**src/rtl/npu_seq_ctrl_if.sv**
```systemverilog
// npu_seq_ctrl_if: load, core and result channels of the NPU job sequencer
interface npu_seq_ctrl_if #(
  parameter int DEPTH = 8,
  parameter int ACC_W = 8
);
  localparam int CW = $clog2(DEPTH) + 1;
  logic load_valid;
  logic load_ready;
  logic [3:0] load_data;
  logic [3:0] load_weight;
  logic load_last;
  logic core_start;
  logic [3:0] core_input;
  logic [3:0] core_weight;
  logic [3:0] core_output;
  logic core_done;
  logic res_valid;
  logic res_ready;
  logic [ACC_W-1:0] res_data;
  logic [CW-1:0] res_count;
  logic err_timeout;
  modport slave (
    input load_valid, load_data, load_weight, load_last, core_output, core_done, res_ready,
    output load_ready, core_start, core_input, core_weight, res_valid, res_data, res_count, err_timeout
  );
  modport master (
    output load_valid, load_data, load_weight, load_last, core_output, core_done, res_ready,
    input load_ready, core_start, core_input, core_weight, res_valid, res_data, res_count, err_timeout
  );
endinterface

```
**src/rtl/npu_seq_ctrl.sv**
```systemverilog
// npu_seq_ctrl: buffers a job of input/weight pairs, feeds them to the NPU core one at a time and accumulates the results
module npu_seq_ctrl #(
  parameter int DEPTH = 8,
  parameter int ACC_W = 8,
  parameter int TIMEOUT = 15
) (
  input logic clk,
  input logic rst_n,
  npu_seq_ctrl_if.slave bus
);
  localparam int AW = $clog2(DEPTH);
  localparam int CW = AW + 1;
  localparam logic [2:0] IDLE = 3'd0;
  localparam logic [2:0] LOAD = 3'd1;
  localparam logic [2:0] ISSUE = 3'd2;
  localparam logic [2:0] WAIT = 3'd3;
  localparam logic [2:0] RESULT = 3'd4;
  logic [2:0] state;
  logic [7:0] mem [DEPTH];
  logic [CW-1:0] count;
  logic [CW-1:0] idx;
  logic [7:0] timer;
  logic [ACC_W-1:0] acc;
  logic [ACC_W:0] sum;
  logic err;
  logic accept;
  logic timed_out;
  logic op_end;
  logic in_res;
  logic in_op;
  logic [7:0] cur;
  assign accept = bus.load_ready && bus.load_valid;
  assign cur = mem[idx[AW-1:0]];
  assign sum = {1'b0, acc} + {{(ACC_W-3){1'b0}}, bus.core_output};
  assign timed_out = state == WAIT && !bus.core_done && timer == 8'(TIMEOUT - 1);
  assign op_end = state == WAIT && (bus.core_done || timed_out);
  assign in_res = rst_n && state == RESULT;
  assign in_op = state == ISSUE || state == WAIT;
  assign bus.load_ready = rst_n && (state == IDLE || state == LOAD);
  assign bus.core_start = rst_n && state == ISSUE;
  assign bus.core_input = in_op ? cur[7:4] : 4'd0;
  assign bus.core_weight = in_op ? cur[3:0] : 4'd0;
  assign bus.res_valid = in_res;
  assign bus.res_data = in_res ? acc : '0;
  assign bus.res_count = in_res ? count : '0;
  assign bus.err_timeout = err;
  // pair buffer: written only on an accepted load handshake, no reset needed
  always_ff @(posedge clk)
    if (accept) mem[state == IDLE ? '0 : count[AW-1:0]] <= {bus.load_data, bus.load_weight};
  // job sequencer: load, issue/wait per pair with timeout, then hold the result
  always_ff @(posedge clk)
    if (!rst_n) begin
      state <= IDLE;
      acc <= '0;
      idx <= '0;
      count <= '0;
      timer <= '0;
      err <= 1'b0;
    end else
      case (state)
        IDLE: if (accept) begin
          count <= CW'(1);
          err <= 1'b0;
          state <= bus.load_last ? ISSUE : LOAD;
        end
        LOAD: if (accept) begin
          count <= count + 1'b1;
          state <= (bus.load_last || count == CW'(DEPTH - 1)) ? ISSUE : LOAD;
        end
        ISSUE: begin
          timer <= '0;
          state <= WAIT;
        end
        WAIT: begin
          timer <= timer + 1'b1;
          if (bus.core_done) acc <= sum[ACC_W] ? '1 : sum[ACC_W-1:0];
          if (timed_out) err <= 1'b1;
          if (op_end) begin
            idx <= idx + 1'b1;
            state <= (idx + 1'b1) == count ? RESULT : ISSUE;
          end
        end
        RESULT: if (bus.res_ready) begin
          acc <= '0;
          idx <= '0;
          count <= '0;
          state <= IDLE;
        end
        default: state <= IDLE;
      endcase
endmodule
```
**src/flat_wrapper.sv**
```systemverilog
// flat-port wrapper written by rule: the top's interface ports become plain ports
module npu_seq_ctrl_flat 
#(
  parameter int DEPTH = 8,
  parameter int ACC_W = 8,
  parameter int TIMEOUT = 15
)
  (clk, rst_n, bus_load_valid, bus_load_data, bus_load_weight, bus_load_last, bus_core_output, bus_core_done, bus_res_ready, bus_load_ready, bus_core_start, bus_core_input, bus_core_weight, bus_res_valid, bus_res_data, bus_res_count, bus_err_timeout);
  npu_seq_ctrl_if #(.DEPTH(DEPTH), .ACC_W(ACC_W)) bus_i ();
  input logic clk;
  input logic rst_n;
  input wire logic [$bits(bus_i.load_valid)-1:0] bus_load_valid;
  input wire logic [$bits(bus_i.load_data)-1:0] bus_load_data;
  input wire logic [$bits(bus_i.load_weight)-1:0] bus_load_weight;
  input wire logic [$bits(bus_i.load_last)-1:0] bus_load_last;
  input wire logic [$bits(bus_i.core_output)-1:0] bus_core_output;
  input wire logic [$bits(bus_i.core_done)-1:0] bus_core_done;
  input wire logic [$bits(bus_i.res_ready)-1:0] bus_res_ready;
  output wire logic [$bits(bus_i.load_ready)-1:0] bus_load_ready;
  output wire logic [$bits(bus_i.core_start)-1:0] bus_core_start;
  output wire logic [$bits(bus_i.core_input)-1:0] bus_core_input;
  output wire logic [$bits(bus_i.core_weight)-1:0] bus_core_weight;
  output wire logic [$bits(bus_i.res_valid)-1:0] bus_res_valid;
  output wire logic [$bits(bus_i.res_data)-1:0] bus_res_data;
  output wire logic [$bits(bus_i.res_count)-1:0] bus_res_count;
  output wire logic [$bits(bus_i.err_timeout)-1:0] bus_err_timeout;
  assign bus_i.load_valid = bus_load_valid;
  assign bus_i.load_data = bus_load_data;
  assign bus_i.load_weight = bus_load_weight;
  assign bus_i.load_last = bus_load_last;
  assign bus_i.core_output = bus_core_output;
  assign bus_i.core_done = bus_core_done;
  assign bus_i.res_ready = bus_res_ready;
  assign bus_load_ready = bus_i.load_ready;
  assign bus_core_start = bus_i.core_start;
  assign bus_core_input = bus_i.core_input;
  assign bus_core_weight = bus_i.core_weight;
  assign bus_res_valid = bus_i.res_valid;
  assign bus_res_data = bus_i.res_data;
  assign bus_res_count = bus_i.res_count;
  assign bus_err_timeout = bus_i.err_timeout;
  npu_seq_ctrl #(.DEPTH(DEPTH), .ACC_W(ACC_W), .TIMEOUT(TIMEOUT)) u_core (.clk(clk), .rst_n(rst_n), .bus(bus_i));
endmodule
```
**config.mk**
```make
export PLATFORM = sky130hd
export DESIGN_NAME = npu_seq_ctrl_flat
export DESIGN_NICKNAME = d
export VERILOG_FILES = /design/src/rtl/npu_seq_ctrl_if.sv /design/src/rtl/npu_seq_ctrl.sv /design/src/flat_wrapper.sv
export SDC_FILE = /design/constraint.sdc
export NUM_CORES = 1
export LEC_CHECK = 0
export CAP_MARGIN = 20
export CORE_AREA = 5 5 144 91
export DETAILED_ROUTE_END_ITERATION = 8
export DIE_AREA = 0 0 149 96
export GPL_TIMING_DRIVEN = 0
export PLACE_DENSITY = 0.64
export SLEW_MARGIN = 20
export SYNTH_ARGS = -nofsm -noshare
export SYNTH_HDL_FRONTEND = slang
export SYNTH_SLANG_ARGS = --single-unit
```
**constraint.sdc**
```tcl
create_clock -name clk -period 3.69 [get_ports clk]
set_input_delay 0.369 -clock clk [delete_from_list [all_inputs] [get_ports clk]]
set_output_delay 0.369 -clock clk [all_outputs]
set_load 0.005 [all_outputs]
```
# Word-level counts from Yosys, hierarchy flattened
# Memories as Yosys holds them, arrays and structs flattened. A register that Yosys moved wholly into a read port is not among the register bits.
# Index checks and enable logic that the tools add are counted.
# word_totals
elab_cells,77
ram_bits,64
input_bits,18
regBits,28
output_inout_bits,24
mem_count,1
# classes
n_mux,31
eq_ne,13
reduce_logical,22
addsub,4
# mem_list
memory,depth,word_bits,rd,rd_clocked_by_memory_dff,wr,line,text
u_core.mem,8,8,1,1,1,npu_seq_ctrl.sv:19,logic [7:0] mem [DEPTH];
# op_table
op,n
two-way mux 8 bit,4
one-hot mux 8 bit (2 select lines),2
two-way mux 4 bit,7
two-way mux 3 bit,8
one-hot mux 3 bit (5 select lines),1
one-hot mux 4 bit (3 select lines),1
adder 8 x 4 -> 9 bit,1
AND reduction 3 bit,3
"adder 4 x 1 -> 4 bit, second input constant",2
"adder 8 x 1 -> 8 bit, second input constant",1
"equality test 8 x 4 -> 1 bit, second input constant",1
"inequality test 2 x 1 -> 1 bit, second input constant",4
one-hot mux 4 bit (2 select lines),1
AND reduction 4 bit,2
logical AND 1 bit,7
"equality test 3 x 2 -> 1 bit, second input constant",2
nonzero test 2 bit,3
"equality test 4 x 3 -> 1 bit, second input constant",1
equality test 4 bit,1
logical OR 1 bit,4
two-way mux 1 bit,4
two-way mux 2 bit,2
"inequality test 2 bit, second input constant",2
"equality test 3 x 1 -> 1 bit, second input constant",1
5 further kinds,5

# Depth between registers and ports, before layout
# Gate-level depths: netlist of run 1.
# depth
depth_word,9
ltp_mapped,6
mapped_depth_nobuf,6

# Worst setup path after synthesis of run 1
# Ideal clock, no wire load.
# synth_timing
path_kind,register to register
start,register u_core.state[0]
end,"memory u_core.mem[6][0], enable pin"
n_path_buf,1
t_arrival_ns,1.796
path_slack_ns,1.511
synth_period_minus_slack_ns,2.179
setup_time_ns,0.383
required_time_ns,3.307
path_stages_with_launch,5
path_cell_list,dfxtp_1 > buf_4 > or3_2 > a21o_1 > nor3_1
# synth_between
elab_chain_cells,6
word_cells_on_any_way,8
classes_between,eq/ne (1); mux (3); reduce/logical (4)
# synth_rtl
item,line,text
from (decl),npu_seq_ctrl.sv:18,logic [2:0] state;
from (signal assigned),npu_seq_ctrl.sv:64,state <= bus.load_last ? ISSUE : LOAD;
from (signal assigned),npu_seq_ctrl.sv:68,state <= (bus.load_last || count == CW'(DEPTH - 1)) ? ISSUE : LOAD;
from (signal assigned),npu_seq_ctrl.sv:80,state <= (idx + 1'b1) == count ? RESULT : ISSUE;
equality test 3 x 1 -> 1 bit / logical NOT 3 bit (equally long branches),"npu_seq_ctrl.sv:39, npu_seq_ctrl.sv:49",
logical OR 1 bit,npu_seq_ctrl.sv:39,assign bus.load_ready = rst_n && (state == IDLE || state == LOAD);
logical AND 1 bit,npu_seq_ctrl.sv:39,
logical AND 1 bit,npu_seq_ctrl.sv:32,assign accept = bus.load_ready && bus.load_valid;
two-way mux 1 bit (2 in series),npu_seq_ctrl.sv:49,"if (accept) mem[state == IDLE ? '0 : count[AW-1:0]] <= {bus.load_data, bus.load_weight};"
to (decl),npu_seq_ctrl.sv:19,
# Several ways; a longest one is shown, not always the timed one.

==> impl_metrics.tcl, run 1 <==
set metrics [dict create \
    nets 418 \
    ctsResizeCount 0 \
    max_freq_ghz 0.3216 \
    core_sq_um 11710 \
    synth_ff_type "edfxtp_1" \
    p_per_area_nw_per_um2 422.5 \
    clk_pin_slew_ns 0.06 \
    hpwl_um 6585 \
    cp.arrival_ns 2.74 \
    clock-root-buffer "clkbuf_16" \
    synth-edff-count 64 \
    hold_buffers 0 \
    layout_common_cells "edfxtp_1, clkdlybuf4s50_1, nor2_1, dfxtp_1, a21oi_1" \
    synth_seq_cells 95 \
    drive_gt1_frac 0.1313 \
    status "finished, final reports clean" \
    design_area_sq_um 5331 \
    synthesis.nets 367 \
    max_slew.worst_pin.slew_ns 1.001 \
    num_vias 2892 \
    cp_num_buf_inv 3 \
    cp-start-kind "flop" \
    hold_viol 0 \
    fin_skew_ns 0.003955 \
    layout.area.seq_sq_um 2542 \
    setup_viol 0 \
    avgViaCountPerCell 5.155 \
    die_h_um 96 \
    cts_tree "done" \
    worst_ep_required_time_ns 3.32 \
    p_int_mw 1.792 \
    n_fill_cell 1052 \
    clock_sinks 95 \
    grt_pass1_wl_um 15040 \
    globalRouteTotalUtil 0.1390 \
    htreeDepth 3 \
    share_comb_of_total_power 0.057 \
    crit_path_end_kind "output pin" \
    cp_slowest_stage_delay_ns 0.58 \
    rows 31 \
    swShare 0.2045 \
    maxSlewViolCount 0 \
    dr.pass1.iters 4 \
    grt_max_degree 16 \
    ys_async_sr_fraction 0 \
    cpMaxStageDelayCell "clkbuf_1" \
    leakagePower_nw 1.811 \
    holdCritPathClass "flop to flop" \
    routed_wl_um 9381 \
    synth.cell_area_sq_um 4405 \
    globalplace.congestion 0.8186 \
    antenna_left 0 \
    power.switching_mw 0.4606 \
    synth_warnings 0 \
    cts_buffers 9 \
    worstPathCellList "buf_1, clkbuf_1, mux4_2, mux2i_1, nor2_1, clkdlybuf4s50_1" \
    die_area_sq_um 14300 \
    crit_family "buffers and inverters" \
    grt_pass1_vias 2770 \
    seqPwrFrac 0.511 \
    area_growth_pct 21.02 \
    synth.avg_cell_area_sq_um 12.96 \
    finalCritPeriodShare 0.8426 \
    ys_seq_area_frac 0.5771 \
    ir_drop_mv 0.2036 \
    n_antenna_cell 0 \
    final_common_cell "edfxtp_1" \
    routedWlPerCell_um 16.72 \
    rsz0062_at_grt "no" \
    io_buffers 40 \
    maxCapViolCount 0 \
    totalPowerFinal_mw 2.252 \
    drcViolationCount 0 \
    antenna_found_initial 0 \
    ios 42 \
    clock_latency_ns 0.34 \
    worstSetupPathType "flop to output pin" \
    syn_inst 340 \
    ys_types 60 \
    initial_core_util 0.3761 \
    maxSlewHeadroom 0.3304 \
    clock_path_buffers 2 \
    first_iter_violations 201 \
    crit_fanout 10 \
    die_w_um 149 \
    postCtsSetupBuffers 0 \
    setup_tns_ns 0 \
    multi_input_area_sq_um 1743 \
    placed_area_sq_um 5017 \
    p_clk_frac 0.432 \
    overflow 0 \
    period_needed_ns 3.109 \
]
-- sequential cells by signal (all words and copies together), names as in the netlist, named ones only --
register and cells:
u_core.mem 64, u_core.acc 8, u_core.timer 8, u_core.count 4, u_core.idx 4, u_core.state 3, u_core.bus.err_timeout 1
-- worst paths after layout --
path / startpoint / endpoint / slack, ns / cells past startpoint
max: flop / bus_core_weight[2] / 0.58 / 6
min: u_core.bus.err_timeout$_SDFFE_PN0P_ / u_core.bus.err_timeout$_SDFFE_PN0P_ / 0.48 / 2
max reg2reg: u_core.state[0]$_SDFFE_PN0P_ / u_core.mem[2][7]$_DFFE_PP_ / 1.27 / 4
min reg2reg: u_core.bus.err_timeout$_SDFFE_PN0P_ / u_core.bus.err_timeout$_SDFFE_PN0P_ / 0.48 / 2
-- per-layer routing --
metal | up-vias | global-route usage | share of wire
met5 | - | 0 | 0
li1 | 1401 | - | -
met3 | 9 | 0.03906 | 0.052
met4 | 0 | 0.04113 | 0.013
met2 | 75 | 0.2076 | 0.45
met1 | 1407 | 0.1985 | 0.48
-- synth_stat cells (all sizes together) (6+ instances only) --
cell,n,area [sq um]
a21oi,20,103.9
and3,19,120.1
buf,10,57.55
clkbuf,10,37.54
dfxtp,31,620.6
edfxtp,64,1922
ha,8,100.1
inv,7,26.28
mux2i,10,100.1
mux4,16,360.4
nand2,17,63.81
nand3,9,45.04
nand4,6,58.80
nor2,31,116.4
nor3,10,55.05
o21ai,8,40.03
xor2,9,78.83
-- worst register-to-register path, cell delays in order (launching register included) --
cell     delay, ns
dfxtp_1       0.36
buf_4         0.19
or3_2         0.49
a21o_1        0.26
nor2_1        0.74
-- layout make-up --
cell class / instances / share of cell area
clock inverters: 6 / 0.01596
repair buffers: 40 / 0.07510
flip-flops and latches: 95 / 0.4769
well taps: 165 / 0.03872
plain buffers: 20 / 0.01784
multi-input cells: 217 / 0.3269
clock buffers: 10 / 0.04295
inverters: 8 / 0.005632
-- metrics by stage --
step | util | hold slack, ns | instances | setup slack (ns)
2_1_floorplan | - | 0.4498 | 340 | 1.511
3_3_place_gp | 0.4279 | 0.4630 | 545 | 0.7536
3_5_place_dp | 0.4283 | 0.4768 | 545 | 0.9134
4_1_cts | 0.4551 | 0.4879 | 561 | 0.5356
5_1_grt | 0.4551 | 0.5154 | 561 | 0.4523
6_report | 0.4551 | 0.4826 | 561 | 0.5807
-- power by group through the flow --
stage                     clock (mW)  sequential [mW]  combinational, mW
after floorplan                    0             1.17             0.0690
after global placement             0             1.17              0.125
after detailed placement           0             1.17              0.128
after CTS                      0.996             1.15              0.129
after global routing            1.04             1.15              0.142
final                          0.974             1.15              0.128
-- logic make-up after synthesis --
kind of cell,after synthesis,share of synthesized area
and+or+nand+nor,113,0.1505
DFF,95,0.5771
AOI/OAI and AO/OA,56,0.08634
buffers and inverters,28,0.02840
muxes,26,0.1045
xor gates and xnor gates,13,0.02585
adders and majority gates,9,0.02727
Note: power is estimated with default switching activity, not from simulation.
==> inputs of run 2 (changes only) <==
==> constraint.sdc (replaced) <==
create_clock -name clk -period 3 [get_ports clk]
set_input_delay 0.3 -clock clk [delete_from_list [all_inputs] [get_ports clk]]
set_output_delay 0.3 -clock clk [all_outputs]
set_load 0.005 [all_outputs]
==> run 2 against run 1 <==
  * Utilization is essentially flat
  * Worst setup slack lost 0.39 ns
  * Final area is essentially flat
  * Non-clock buffer count is the same
  * Largest cell class unchanged
  * Largest power group unchanged
  * Via count shrank 0.31%
  * Critical path depth is the same
  * Sequential power grew 23%
==> impl_metrics.tcl, run 2 (synthesized netlist as in run 1, its figures left out) <==
set metrics [dict create \
    cpMaxStageDelayCell "mux4_2" \
    crit_family "buffers and inverters" \
    antenna_left 0 \
    maxCapViolCount 0 \
    grt_max_degree 16 \
    hold_buffers 0 \
    clock_path_buffers 2 \
    p_clk_frac 0.432 \
    share_comb_of_total_power 0.057 \
    power.switching_mw 0.5659 \
    holdCritPathClass "flop to flop" \
    layout_common_cells "edfxtp_1, clkdlybuf4s50_1, nor2_1, dfxtp_1, a21oi_1" \
    worstPathCellList "buf_2, clkbuf_4, mux4_2, mux2i_1, nor2_1, clkdlybuf4s50_1" \
    max_freq_ghz 0.3559 \
    setup_viol 0 \
    rr_startpoint "u_core.state[0]$_SDFFE_PN0P_" \
    io_buffers 40 \
    area_growth_pct 21.10 \
    cts_buffers 9 \
    holdPathEnd "u_core.bus.err_timeout$_SDFFE_PN0P_" \
    htreeDepth 3 \
    regToRegSetupSlack_ns 0.59 \
    clk_pin_slew_ns 0.06 \
    cp-start-kind "flop" \
    n_antenna_cell 0 \
    overflow 0 \
    crit_fanout 10 \
    clock-root-buffer "clkbuf_16" \
    clock_sinks 95 \
    die_h_um 96 \
    maxSlewViolCount 0 \
    hpwl_um 6585 \
    initial_core_util 0.3761 \
    p_per_area_nw_per_um2 519.2 \
    period_needed_ns 2.810 \
    avgViaCountPerCell 5.139 \
    setup_tns_ns 0 \
    r2r_cells 4 \
    largest_register_ffs 64 \
    p_int_mw 2.204 \
    totalPowerFinal_mw 2.770 \
    drcViolationCount 0 \
    die_w_um 149 \
    rows 31 \
    hold_viol 0 \
    cp.arrival_ns 2.51 \
    leakagePower_nw 1.814 \
    first_iter_violations 197 \
    crit_path_end_kind "output pin" \
    rsz0062_at_grt "no" \
    clock_latency_ns 0.34 \
    nets 418 \
    maxSlewHeadroom 0.3477 \
    fin_skew_ns 0.004056 \
    finalCritPeriodShare 0.9366 \
    worstSetupPathType "flop to output pin" \
    swShare 0.2043 \
    routedWlPerCell_um 16.72 \
    ir_drop_mv 0.2510 \
    cp_num_buf_inv 3 \
    grt_pass1_vias 2770 \
    r2r_end "u_core.mem[2][7]$_DFFE_PP_" \
    cts_tree "done" \
    globalplace.congestion 0.8186 \
    antenna_found_initial 0 \
    seqPwrFrac 0.511 \
    final_common_cell "edfxtp_1" \
    num_vias 2883 \
    min_from "u_core.bus.err_timeout$_SDFFE_PN0P_" \
    max_slew.worst_pin.slew_ns 0.9748 \
    ios 42 \
    dr.pass1.iters 4 \
    core_sq_um 11710 \
    grt_pass1_wl_um 15040 \
    status "finished, final reports clean" \
    routed_wl_um 9380 \
    worst_ep_required_time_ns 2.70 \
    globalRouteTotalUtil 0.1390 \
    cp_slowest_stage_delay_ns 0.54 \
    die_area_sq_um 14300 \
    drive_gt1_frac 0.1338 \
    holdPathStages 2 \
]
## run 2: cell count changes in the layout (fill, tap and decap cells not counted)
cell,delta
clkbuf_4,+1
buf_2,-1
clkbuf_2,+1
clkbuf_1,-1
## run 2: how the worst max path moves through the flow
stage                                      start                          to  slack, ns  cells after the start
finish                                      flop          bus_core_weight[2]       0.19                      6
global route                                flop          bus_core_weight[2]       0.02                      6
CTS                                         flop          bus_core_weight[2]       0.03                      6
detailed placement                          flop          bus_core_weight[2]       0.29                      6
global placement                           rst_n  u_core.mem[6][3]$_DFFE_PP_       0.13                      5
floorplan           u_core.state[0]$_SDFFE_PN0P_  u_core.mem[6][0]$_DFFE_PP_       0.82                      4
## run 2: metrics by stage
step           hold WS (ns)  area, sq um    util  instances  worst slack [ns]
2_1_floorplan        0.3989         4405       -        340            0.8205
3_3_place_gp         0.4630         5012  0.4279        545            0.1326
3_5_place_dp         0.4768         5017  0.4283        545            0.2924
4_1_cts              0.4879         5333  0.4552        561           0.02713
5_1_grt              0.5154         5335  0.4555        561           0.02124
6_report             0.4823         5335  0.4555        561            0.1902
## run 2: repair_timing
item / CTS / global route
buffers inserted: 0 / 0
endpoints found under the setup margin: 4 / 7
resized for setup: 1 / 1
## run 2: metal layers
layer  up-vias  GRT usage  routed length (um)
met3         9    0.03906                 440
met1      1405     0.1985                4600
met4         0    0.04113                 120
met2        69     0.2076                4219
met5         -          0                   0
li1       1400          -                   -
## run 2: worst min-delay path: stages, from the launching register on
cell,delay [ns]
dfxtp_1,0.31
o21ai_0,0.07
a21oi_1,0.06
## run 2: cell type report
cell class / count / area [sq um]
Fill cell: 1050 / 6379
Sequential cell: 95 / 2542
Multi-Input combinational cell: 217 / 1743
Timing Repair Buffer: 40 / 400.4
Clock buffer: 10 / 229.0
Tap cell: 165 / 206.4
Buffer: 20 / 98.84
Clock inverter: 6 / 85.08
Inverter: 8 / 30.03
## run 2: power groups by stage
stage          logic [mW]  clock network [mW]  registers (mW)
2_1_floorplan      0.0848                   0            1.44
3_3_place_gp        0.154                   0            1.44
3_5_place_dp        0.157                   0            1.44
4_1_cts             0.158                1.22            1.42
5_1_grt             0.175                1.28            1.42
6_report            0.158                1.20            1.42
==> inputs of run 3 (changes only) <==
--- a/config.mk
+++ b/config.mk
@@ -5,13 +5,11 @@
 export SDC_FILE = /design/constraint.sdc
 export NUM_CORES = 1
 export LEC_CHECK = 0
-export CAP_MARGIN = 20
 export CORE_AREA = 5 5 144 91
 export DETAILED_ROUTE_END_ITERATION = 8
 export DIE_AREA = 0 0 149 96
-export GPL_TIMING_DRIVEN = 0
 export PLACE_DENSITY = 0.64
-export SLEW_MARGIN = 20
+export SLEW_MARGIN = 10
 export SYNTH_ARGS = -nofsm -noshare
 export SYNTH_HDL_FRONTEND = slang
 export SYNTH_SLANG_ARGS = --single-unit
==> run 3 against run 2 <==
  * Worst setup slack better by 0.22 ns
  * Count of clock-buffer cells in the layout did not move
  * Sequential share of layout area hardly changed
  * Final area is essentially flat
  * Via count down 0.94%
  * Worst hold slack improved by 0.017 ns
  * Die area unchanged
  * Utilization is essentially flat
  * Combinational power fell by 5%
  * Critical path type unchanged
==> impl_metrics.tcl, run 3 (synthesized netlist as in run 1, its figures left out) <==
set metrics [dict create \
    clock_sinks 95 \
    grt_pass1_vias 2696 \
    n_fill_cell 1067 \
    worstSetupPathType "flop to output pin" \
    grt_pass1_wl_um 14660 \
    max_slew.worst_pin.slew_ns 0.6458 \
    max_freq_ghz 0.3861 \
    routed_wl_um 9276 \
    worst_ep_required_time_ns 2.70 \
    clock_latency_ns 0.33 \
    crit_family "simple AND/OR/NAND/NOR gates" \
    clock-root-buffer "clkbuf_16" \
    die_h_um 96 \
    clock_path_buffers 2 \
    period_needed_ns 2.590 \
    die_area_sq_um 14300 \
    finalCritPeriodShare 0.8634 \
    drive_gt1_frac 0.1462 \
    cp_num_buf_inv 1 \
    final_common_cell "edfxtp_1" \
    ctsResizeCount 0 \
    status "finished, final reports clean" \
    hpwl_um 6432 \
    rsz0062_at_grt "no" \
    layout_common_cells "edfxtp_1, clkdlybuf4s50_1, nor2_1, dfxtp_1, a21oi_1" \
    placedCellCount 539 \
    maxSlewViolCount 0 \
    area_growth_pct 21.19 \
    worstPathCellList "nor3b_4, and3_1, clkdlybuf4s50_1" \
    antenna_found_initial 0 \
    globalplace.congestion 0.8644 \
    globalRouteTotalUtil 0.1344 \
    nets 412 \
    cp_slowest_stage_delay_ns 0.64 \
    overflow 0 \
    hold_viol 0 \
    crit_fanout 18 \
    die_w_um 149 \
    fin_skew_ns 0.006268 \
    cts_buffers 9 \
    holdCritPathClass "flop to flop" \
    antenna_left 0 \
    postCtsSetupBuffers 0 \
    p_per_area_nw_per_um2 516.5 \
    setup_viol 0 \
    n_antenna_cell 0 \
    ir_drop_mv 0.2771 \
    routedWlPerCell_um 16.71 \
    core_sq_um 11710 \
    clk_pin_slew_ns 0.06 \
    dr.pass1.iters 4 \
    initial_core_util 0.3761 \
    maxSlewHeadroom 0.5690 \
    htreeDepth 3 \
    grt_max_degree 26 \
    final_cells 555 \
    ios 42 \
    setup_tns_ns 0 \
    drcViolationCount 0 \
    hold_buffers 0 \
    cts_tree "done" \
    leakagePower_nw 1.830 \
    io_buffers 41 \
    largest_register_ffs 64 \
    rows 31 \
    cp-start-kind "flop" \
    first_iter_violations 172 \
    cp.arrival_ns 2.29 \
    maxCapViolCount 0 \
    avgViaCountPerCell 5.146 \
    num_vias 2856 \
    cpMaxStageDelayCell "nor3b_4" \
    crit_path_end_kind "output pin" \
]
[run 3: through the flow]
stage               power [mW]  instance area [sq um]  hold WS [ns]  setup WS, ns  utilization
finish                   2.758                   5339        0.4989        0.4099       0.4558
global route             2.859                   5339        0.5095        0.2621       0.4558
CTS                      2.799                   5339        0.4957        0.3583       0.4558
detailed placement       1.600                   5025        0.4850        0.7279       0.4290
global placement         1.597                   5025        0.4902        0.7600       0.4290
floorplan                1.527                   4405        0.3989        0.8205            -
[run 3: final timing paths]
check | startpoint | end | slack, ns | depth (start not counted)
min | u_core.acc[0]$_SDFFE_PN0P_ | u_core.acc[0]$_SDFFE_PN0P_ | 0.50 | 1
min reg2reg | u_core.acc[0]$_SDFFE_PN0P_ | u_core.acc[0]$_SDFFE_PN0P_ | 0.50 | 1
max | u_core.state[2]$_SDFFE_PN0P_ | bus_res_count[1] | 0.41 | 3
max reg2reg | u_core.state[2]$_SDFFE_PN0P_ | u_core.acc[5]$_SDFFE_PN0P_ | 0.76 | 4
[run 3: area by class of cell]
cell class                      count  area, sq um  area share
Inverter                            8        30.03    0.005625
Timing Repair Buffer               54        508.0     0.09515
Multi-Input combinational cell    217         1738      0.3255
Tap cell                          165        206.4     0.03867
Sequential cell                    95         2542      0.4762
Clock buffer                       10        229.0     0.04289
Clock inverter                      6        85.08     0.01594
[run 3: power by group]
group | internal (mW) | total (mW) | leakage [nW] | switching [mW]
Clock | 0.727 | 1.19 | 0.150 | 0.460
Combinational | 0.0704 | 0.150 | 0.852 | 0.0792
Sequential | 1.41 | 1.42 | 0.828 | 0.0141
Total | 2.20 | 2.76 | 1.83 | 0.553
[run 3: worst register-to-register path, stage by stage, from the launching register on]
cell	delay [ns]
dfxtp_1	0.55
nor3b_4	0.64
a21oi_2	0.30
and2_1	0.30
a221o_1	0.35
[run 3: layer usage]
metal	part of all wire	global-route usage	wire, um	up-vias
met5	0	0	0	-
met2	0.46	0.2001	4222	63
met4	0.0039	0.03884	36	0
met3	0.053	0.04047	496	2
li1	-	-	-	1387
met1	0.49	0.1908	4521	1404
==> RTL change 1, RTL diff (flow settings as in run 3) <==
Reset style: asynchronous (`rst_n`), changed in one clocked block.
--- a/src/rtl/npu_seq_ctrl.sv
+++ b/src/rtl/npu_seq_ctrl.sv
@@ -50,3 +50,3 @@
   // job sequencer: load, issue/wait per pair with timeout, then hold the result
-  always_ff @(posedge clk)
+  always_ff @(posedge clk or negedge rst_n)
     if (!rst_n) begin
Formal check against the unedited RTL: differs if rst_n is asserted again (counterexample within 4 cycles, from zero or initial values and one cycle with rst_n low); with rst_n held inactive, the same outputs for 10 cycles.
==> RTL change 1 against run 3 <==
Area after synthesis down 1.2%; sequential cell count down 3; design area is 0.56% lower; routed wire length is 4.7% lower; setup slack worse by 22 ps; maximum frequency decreased by 0.85%; count of clock-buffer cells in the layout decreased by 1; clock skew decreased by 0.60 ps; largest cell class unchanged.
Power is not compared: it rests on default switching activity, and its combinational part moved more than twofold at a synthesized area within 25%.
==> RTL change 1: results (changes against run 3) <==
| Metric | Value |
|---|---|
| Status | `finished, final reports clean (unchanged)` |
| Worst slew slack as a fraction of its limit | `55.9% (was 56.9%)` |
| Number of warnings reported in the yosys synthesis log | `0 (unchanged)` |
| Routing usage on met1 | `19.7% (was 19.1%)` |
| Final setup skew | `5.66 ps (was 6.27 ps)` |
| Post-synth top area share | `44.2% (was 43.6%)` |
| Synth area leaders | `sky130_fd_sc_hd__edfxtp_1, sky130_fd_sc_hd__dfrtp_1, sky130_fd_sc_hd__mux4_2 (was sky130_fd_sc_hd__edfxtp_1, sky130_fd_sc_hd__dfxtp_1, sky130_fd_sc_hd__mux4_2)` |
| Overall track demand over capacity in global routing | `13.1% (was 13.4%)` |
| Final weighted congestion in routability-driven placement | `0.798 (was 0.864)` |
| Post-Synthesis Net Count | `349 (was 367)` |
| Worst IR drop on VDD | `0.326 mV` |
| Final HPWL DP | `6240 um (was 6430 um)` |
| Number of nets at the end of the flow | `398 (was 412)` |
| Vias in the first global route | `2660 (was 2696)` |
| Largest buffer count on any clock path | `2 (unchanged)` |
| GRT met2 Usage | `19.1% (was 20.0%)` |
| Cell with the largest stage delay on the worst path | `sky130_fd_sc_hd__dfrtp_1 (was sky130_fd_sc_hd__nor3b_4)` |
| Antenna diode count | `0 (unchanged)` |
| Share of cells above drive strength 1 | `14.4% (was 14.6%)` |
| Drt pass-1 iters | `4 (unchanged)` |
| Arrival time at the worst endpoint | `2310 ps (was 2290 ps)` |
| Count of buffers added by post-CTS timing repair for setup | `0 (unchanged)` |
| Fraction of registers with async set/reset | `30.4% (was 0%)` |
| First-pass GRT wire length | `14600 um (was 14700 um)` |
| Distinct cells, synth | `53 (was 60)` |
| Pwr Total | `4.39 mW` |
| Critical Path Fanout Max | `15 (was 18)` |
| Largest incremental delay on the critical path | `580 ps (was 640 ps)` |
| Number of filler cells placed in the layout | `1070 (was 1067)` |
| Starting DRT DRC Count | `168 (was 172)` |
| Avg WL per Cell | `16.3 um (was 16.7 um)` |
| Pin count of the biggest net entering global routing | `19 (was 26)` |
| Part of the total power dissipated in combinational logic | `roughly 34%` |
| Global-route met3 utilization | `3.06% (was 4.05%)` |
| Number of buffers inserted during clock tree synthesis | `9 (unchanged)` |
| Via total after detailed routing | `2776 (was 2856)` |
| Class of the worst hold path | `in2async (was reg2reg)` |
| List of most frequent post-synthesis cells | `sky130_fd_sc_hd__edfxtp_1, sky130_fd_sc_hd__nor2_1, sky130_fd_sc_hd__dfrtp_1 (was sky130_fd_sc_hd__edfxtp_1, sky130_fd_sc_hd__dfxtp_1, sky130_fd_sc_hd__nor2_1)` |
| Proportion of synthesized chip area in sequential cells | `60.3% (was 57.7%)` |
[RTL change 1: area by class of cell]
cell class / instances / area, um^2 / area share [%]
multi-input combinational: 206 / 1620 / 30.5
timing repair buffer: 55 / 528 / 9.95
sequential: 92 / 2620 / 49.4
inverter: 7 / 26.3 / 0.495
tap: 165 / 206 / 3.89
clock inverter: 7 / 82.6 / 1.56
clock buffer: 9 / 225 / 4.24
[RTL change 1: worst paths after layout]
check	from	end	slack [ps]	cells after the start
worst max register to register	u_core.state[0]	u_core.mem[4][4]	770	5
max in group asynchronous	rst_n	u_core.idx[1]	2170	3
worst min-delay path	rst_n	u_core.acc[6]	340	2
worst max-delay path	u_core.state[0]	bus_res_count[2]	390	4
worst min register to register	u_core.bus.err_timeout	u_core.bus.err_timeout	520	1
min in group clk	u_core.bus.err_timeout	u_core.bus.err_timeout	520	1
[RTL change 1: kinds of logic (layout without fill, tap and decap cells)]
| logic type | count (synthesis) | count (layout) | synth area share, % |
|---|---|---|---|
| xor+xnor | 9 | 9 | 2.13 |
| buf+inv | 24 | 78 | 2.53 |
| simple gates | 105 | 105 | 12.6 |
| fa+ha+maj | 9 | 9 | 2.76 |
| flops | 92 | 92 | 60.3 |
| mux | 28 | 28 | 11.0 |
| compound gates | 55 | 55 | 8.69 |
[RTL change 1: metrics by stage]
stage          worst slack (ps)  cells  instance area (um^2)  utilization (%)
3_3_place_gp                648    525                  5000             42.7
3_5_place_dp                621    525                  5000             42.7
5_1_grt                     185    541                  5310             45.3
2_1_floorplan               981    322                  4350                -
4_1_cts                     363    541                  5310             45.3
6_report                    388    541                  5310             45.3
[RTL change 1: per-layer routing]
layer	vias to the layer above	wire length [um]
met5	-	0
met4	0	77
met3	9	280
met2	61	3870
met1	1379	4610
li1	1327	-
==> RTL change 2, RTL diff (config.mk and constraints of run 3) <==
Without the edit above. `TIMEOUT` is set to 15 in 2 places; all go to 7.
--- a/src/rtl/npu_seq_ctrl.sv
+++ b/src/rtl/npu_seq_ctrl.sv
@@ -4,3 +4,3 @@
   parameter int ACC_W = 8,
-  parameter int TIMEOUT = 15
+  parameter int TIMEOUT = 7
 ) (
--- a/src/flat_wrapper.sv
+++ b/src/flat_wrapper.sv
@@ -5,3 +5,3 @@
   parameter int ACC_W = 8,
-  parameter int TIMEOUT = 15
+  parameter int TIMEOUT = 7
 )
Formal check against the unedited RTL: not equivalent (a bounded check fails within 10 cycles, from zero or initial values and one cycle with rst_n low).
==> RTL change 2 against run 3 <==
Setup slack got worse by 36 ps; largest power group unchanged; routed wire length down 0.17%; largest cell class unchanged; sequential cell count unchanged; via count is 1.0% lower; total power up 3.5%; area after synthesis is 2.3% lower; highest routed layer unchanged; combinational power down 7%; design area decreased by 0.82%.
==> RTL change 2: results (changes against run 3) <==
| Metric | Value |
|---|---|
| Number of nets at the end of the flow | `417 (was 412)` |
| Largest buffer count on any clock path | `2 (unchanged)` |
| Starting DRT DRC Count | `176 (was 172)` |
| Count of buffers added by post-CTS timing repair for setup | `0 (unchanged)` |
| Vias/cell | `5.05 (was 5.15)` |
| Number of buffers inserted during clock tree synthesis | `9 (unchanged)` |
| Pin count of the biggest net entering global routing | `17 (was 26)` |
| Placed insts | `544 (was 539)` |
| Share of cells above drive strength 1 | `13.4% (was 14.6%)` |
| Antenna diode count | `0 (unchanged)` |
| Startpoint of the lowest-slack register-to-register path | `u_core.idx[0] (was u_core.state[2])` |
| Reg-to-reg critical path endpoint | `u_core.state[1] (was u_core.acc[5])` |
| Final weighted congestion in routability-driven placement | `0.851 (was 0.864)` |
| Total Routed Length | `9260 um (was 9280 um)` |
| Critical Path End | `bus_core_start (was bus_res_count[1])` |
| Placed Area | `0.00495 mm^2 (was 0.00502 mm^2)` |
| Final HPWL DP | `6470 um (was 6430 um)` |
| Post-synthesis cell count | `342 (was 340)` |
| Overall track demand over capacity in global routing | `13.6% (was 13.4%)` |
| Post-Synthesis Net Count | `369 (was 367)` |
| Worst slew slack as a fraction of its limit | `45.2% (was 56.9%)` |
| List of most frequent post-synthesis cells | `sky130_fd_sc_hd__edfxtp_1, sky130_fd_sc_hd__nor2_1, sky130_fd_sc_hd__dfxtp_1 (was sky130_fd_sc_hd__edfxtp_1, sky130_fd_sc_hd__dfxtp_1, sky130_fd_sc_hd__nor2_1)` |
| Critical path launch point | `u_core.state[1] (was u_core.state[2])` |
| Worst-case register-to-register setup slack | `860 ps (was 760 ps)` |
| Static Leak | `1.75 nW (was 1.83 nW)` |
| Clock-pin slew of the registers on the worst-case setup and hold paths | `~70 ps` |
| Proportion of synthesized chip area in sequential cells | `59.1% (was 57.7%)` |
| Main synth FF type | `sky130_fd_sc_hd__edfxtp_1 (unchanged)` |
| Worst IR drop on VDD | `0.335 mV (was 0.277 mV)` |
| Status | `finished, final reports clean (unchanged)` |
| Synth area leaders | `sky130_fd_sc_hd__edfxtp_1, sky130_fd_sc_hd__dfxtp_1, sky130_fd_sc_hd__mux4_2 (unchanged)` |
| Critical Path Fanout Max | `16 (was 18)` |
| Area growth from synthesis to layout | `23.0% (was 21.2%)` |
| Arrival time at the worst endpoint | `2330 ps (was 2290 ps)` |
| Distinct cells, synth | `50 (was 60)` |
| Cell with the largest stage delay on the worst path | `sky130_fd_sc_hd__dfxtp_1 (was sky130_fd_sc_hd__nor3b_4)` |
| Final setup skew | `7.96 ps (was 6.27 ps)` |
| Via total after detailed routing | `2827 (was 2856)` |
| Port bufs | `41 (unchanged)` |
| Reg2reg path depth | `5 (was 4)` |
| Largest incremental delay on the critical path | `660 ps (was 640 ps)` |
| First-pass GRT wire length | `15100 um (was 14700 um)` |
| Number of filler cells placed in the layout | `1072 (was 1067)` |
==> RTL change 2: kinds of logic (layout without fill, tap and decap cells) <==
| logic type | count (synthesis) | after routing | synth area share (%) |
|---|---|---|---|
| AND/OR/NAND/NOR | 122 | 122 | 15.1 |
| flip-flops | 95 | 95 | 59.1 |
| AO/OA/AOI/OAI | 59 | 59 | 8.57 |
| multiplexers | 27 | 27 | 10.9 |
| buffers and inverters | 22 | 75 | 1.98 |
| adder cells (fa/ha/maj) | 9 | 9 | 2.79 |
| XOR/XNOR | 8 | 8 | 1.63 |
==> RTL change 2: how the worst min path moves through the flow <==
stage | start | end | cells past startpoint
after floorplan | bus_load_weight[0] | u_core.mem[0][0] | 0
after global placement | u_core.acc[2] | u_core.acc[2] | 2
after detailed placement | u_core.acc[2] | u_core.acc[2] | 2
after CTS | u_core.acc[2] | u_core.acc[2] | 2
after global routing | u_core.acc[3] | u_core.acc[3] | 2
final | u_core.acc[2] | u_core.acc[2] | 2
==> RTL change 2: cell type report <==
cell class / count / area share [%]
Sequential cell: 95 / 48.0
Multi-Input combinational cell: 225 / 31.7
Timing Repair Buffer: 53 / 9.45
Clock buffer: 9 / 4.25
Tap cell: 165 / 3.90
Clock inverter: 7 / 2.27
Inverter: 6 / 0.425
==> RTL change 2: power by group <==
part | internal (mW) | leakage, nW | total (mW) | switching [mW]
Sequential | 1.41 | 0.828 | 1.42 | 0.0149
Clock | 0.817 | 0.166 | 1.29 | 0.477
Combinational | 0.0651 | 0.753 | 0.139 | 0.0735
==> RTL change 2: critical path: cells and delay by family, from the launching register on <==
kind / cells / cell delay (ps)
buffers and inverters: 1 / 550
DFF: 1 / 660
and+or+nand+nor: 2 / 790
==> RTL change 2: metrics by stage <==
step	hold WS [ps]	setup slack [ps]	power [mW]
6_report	481	374	2.85
5_1_grt	514	204	2.95
4_1_cts	482	378	2.88
3_5_place_dp	472	441	1.59
3_3_place_gp	470	524	1.59
2_1_floorplan	399	969	1.51
==> RTL change 2: metal layers <==
metal	wire length, um	vias up	track usage, %
li1	-	1372	-
met1	4690	1407	20.2
met2	4160	42	20.1
met3	330	6	3.58
met4	80	0	3.12
met5	0	-	0
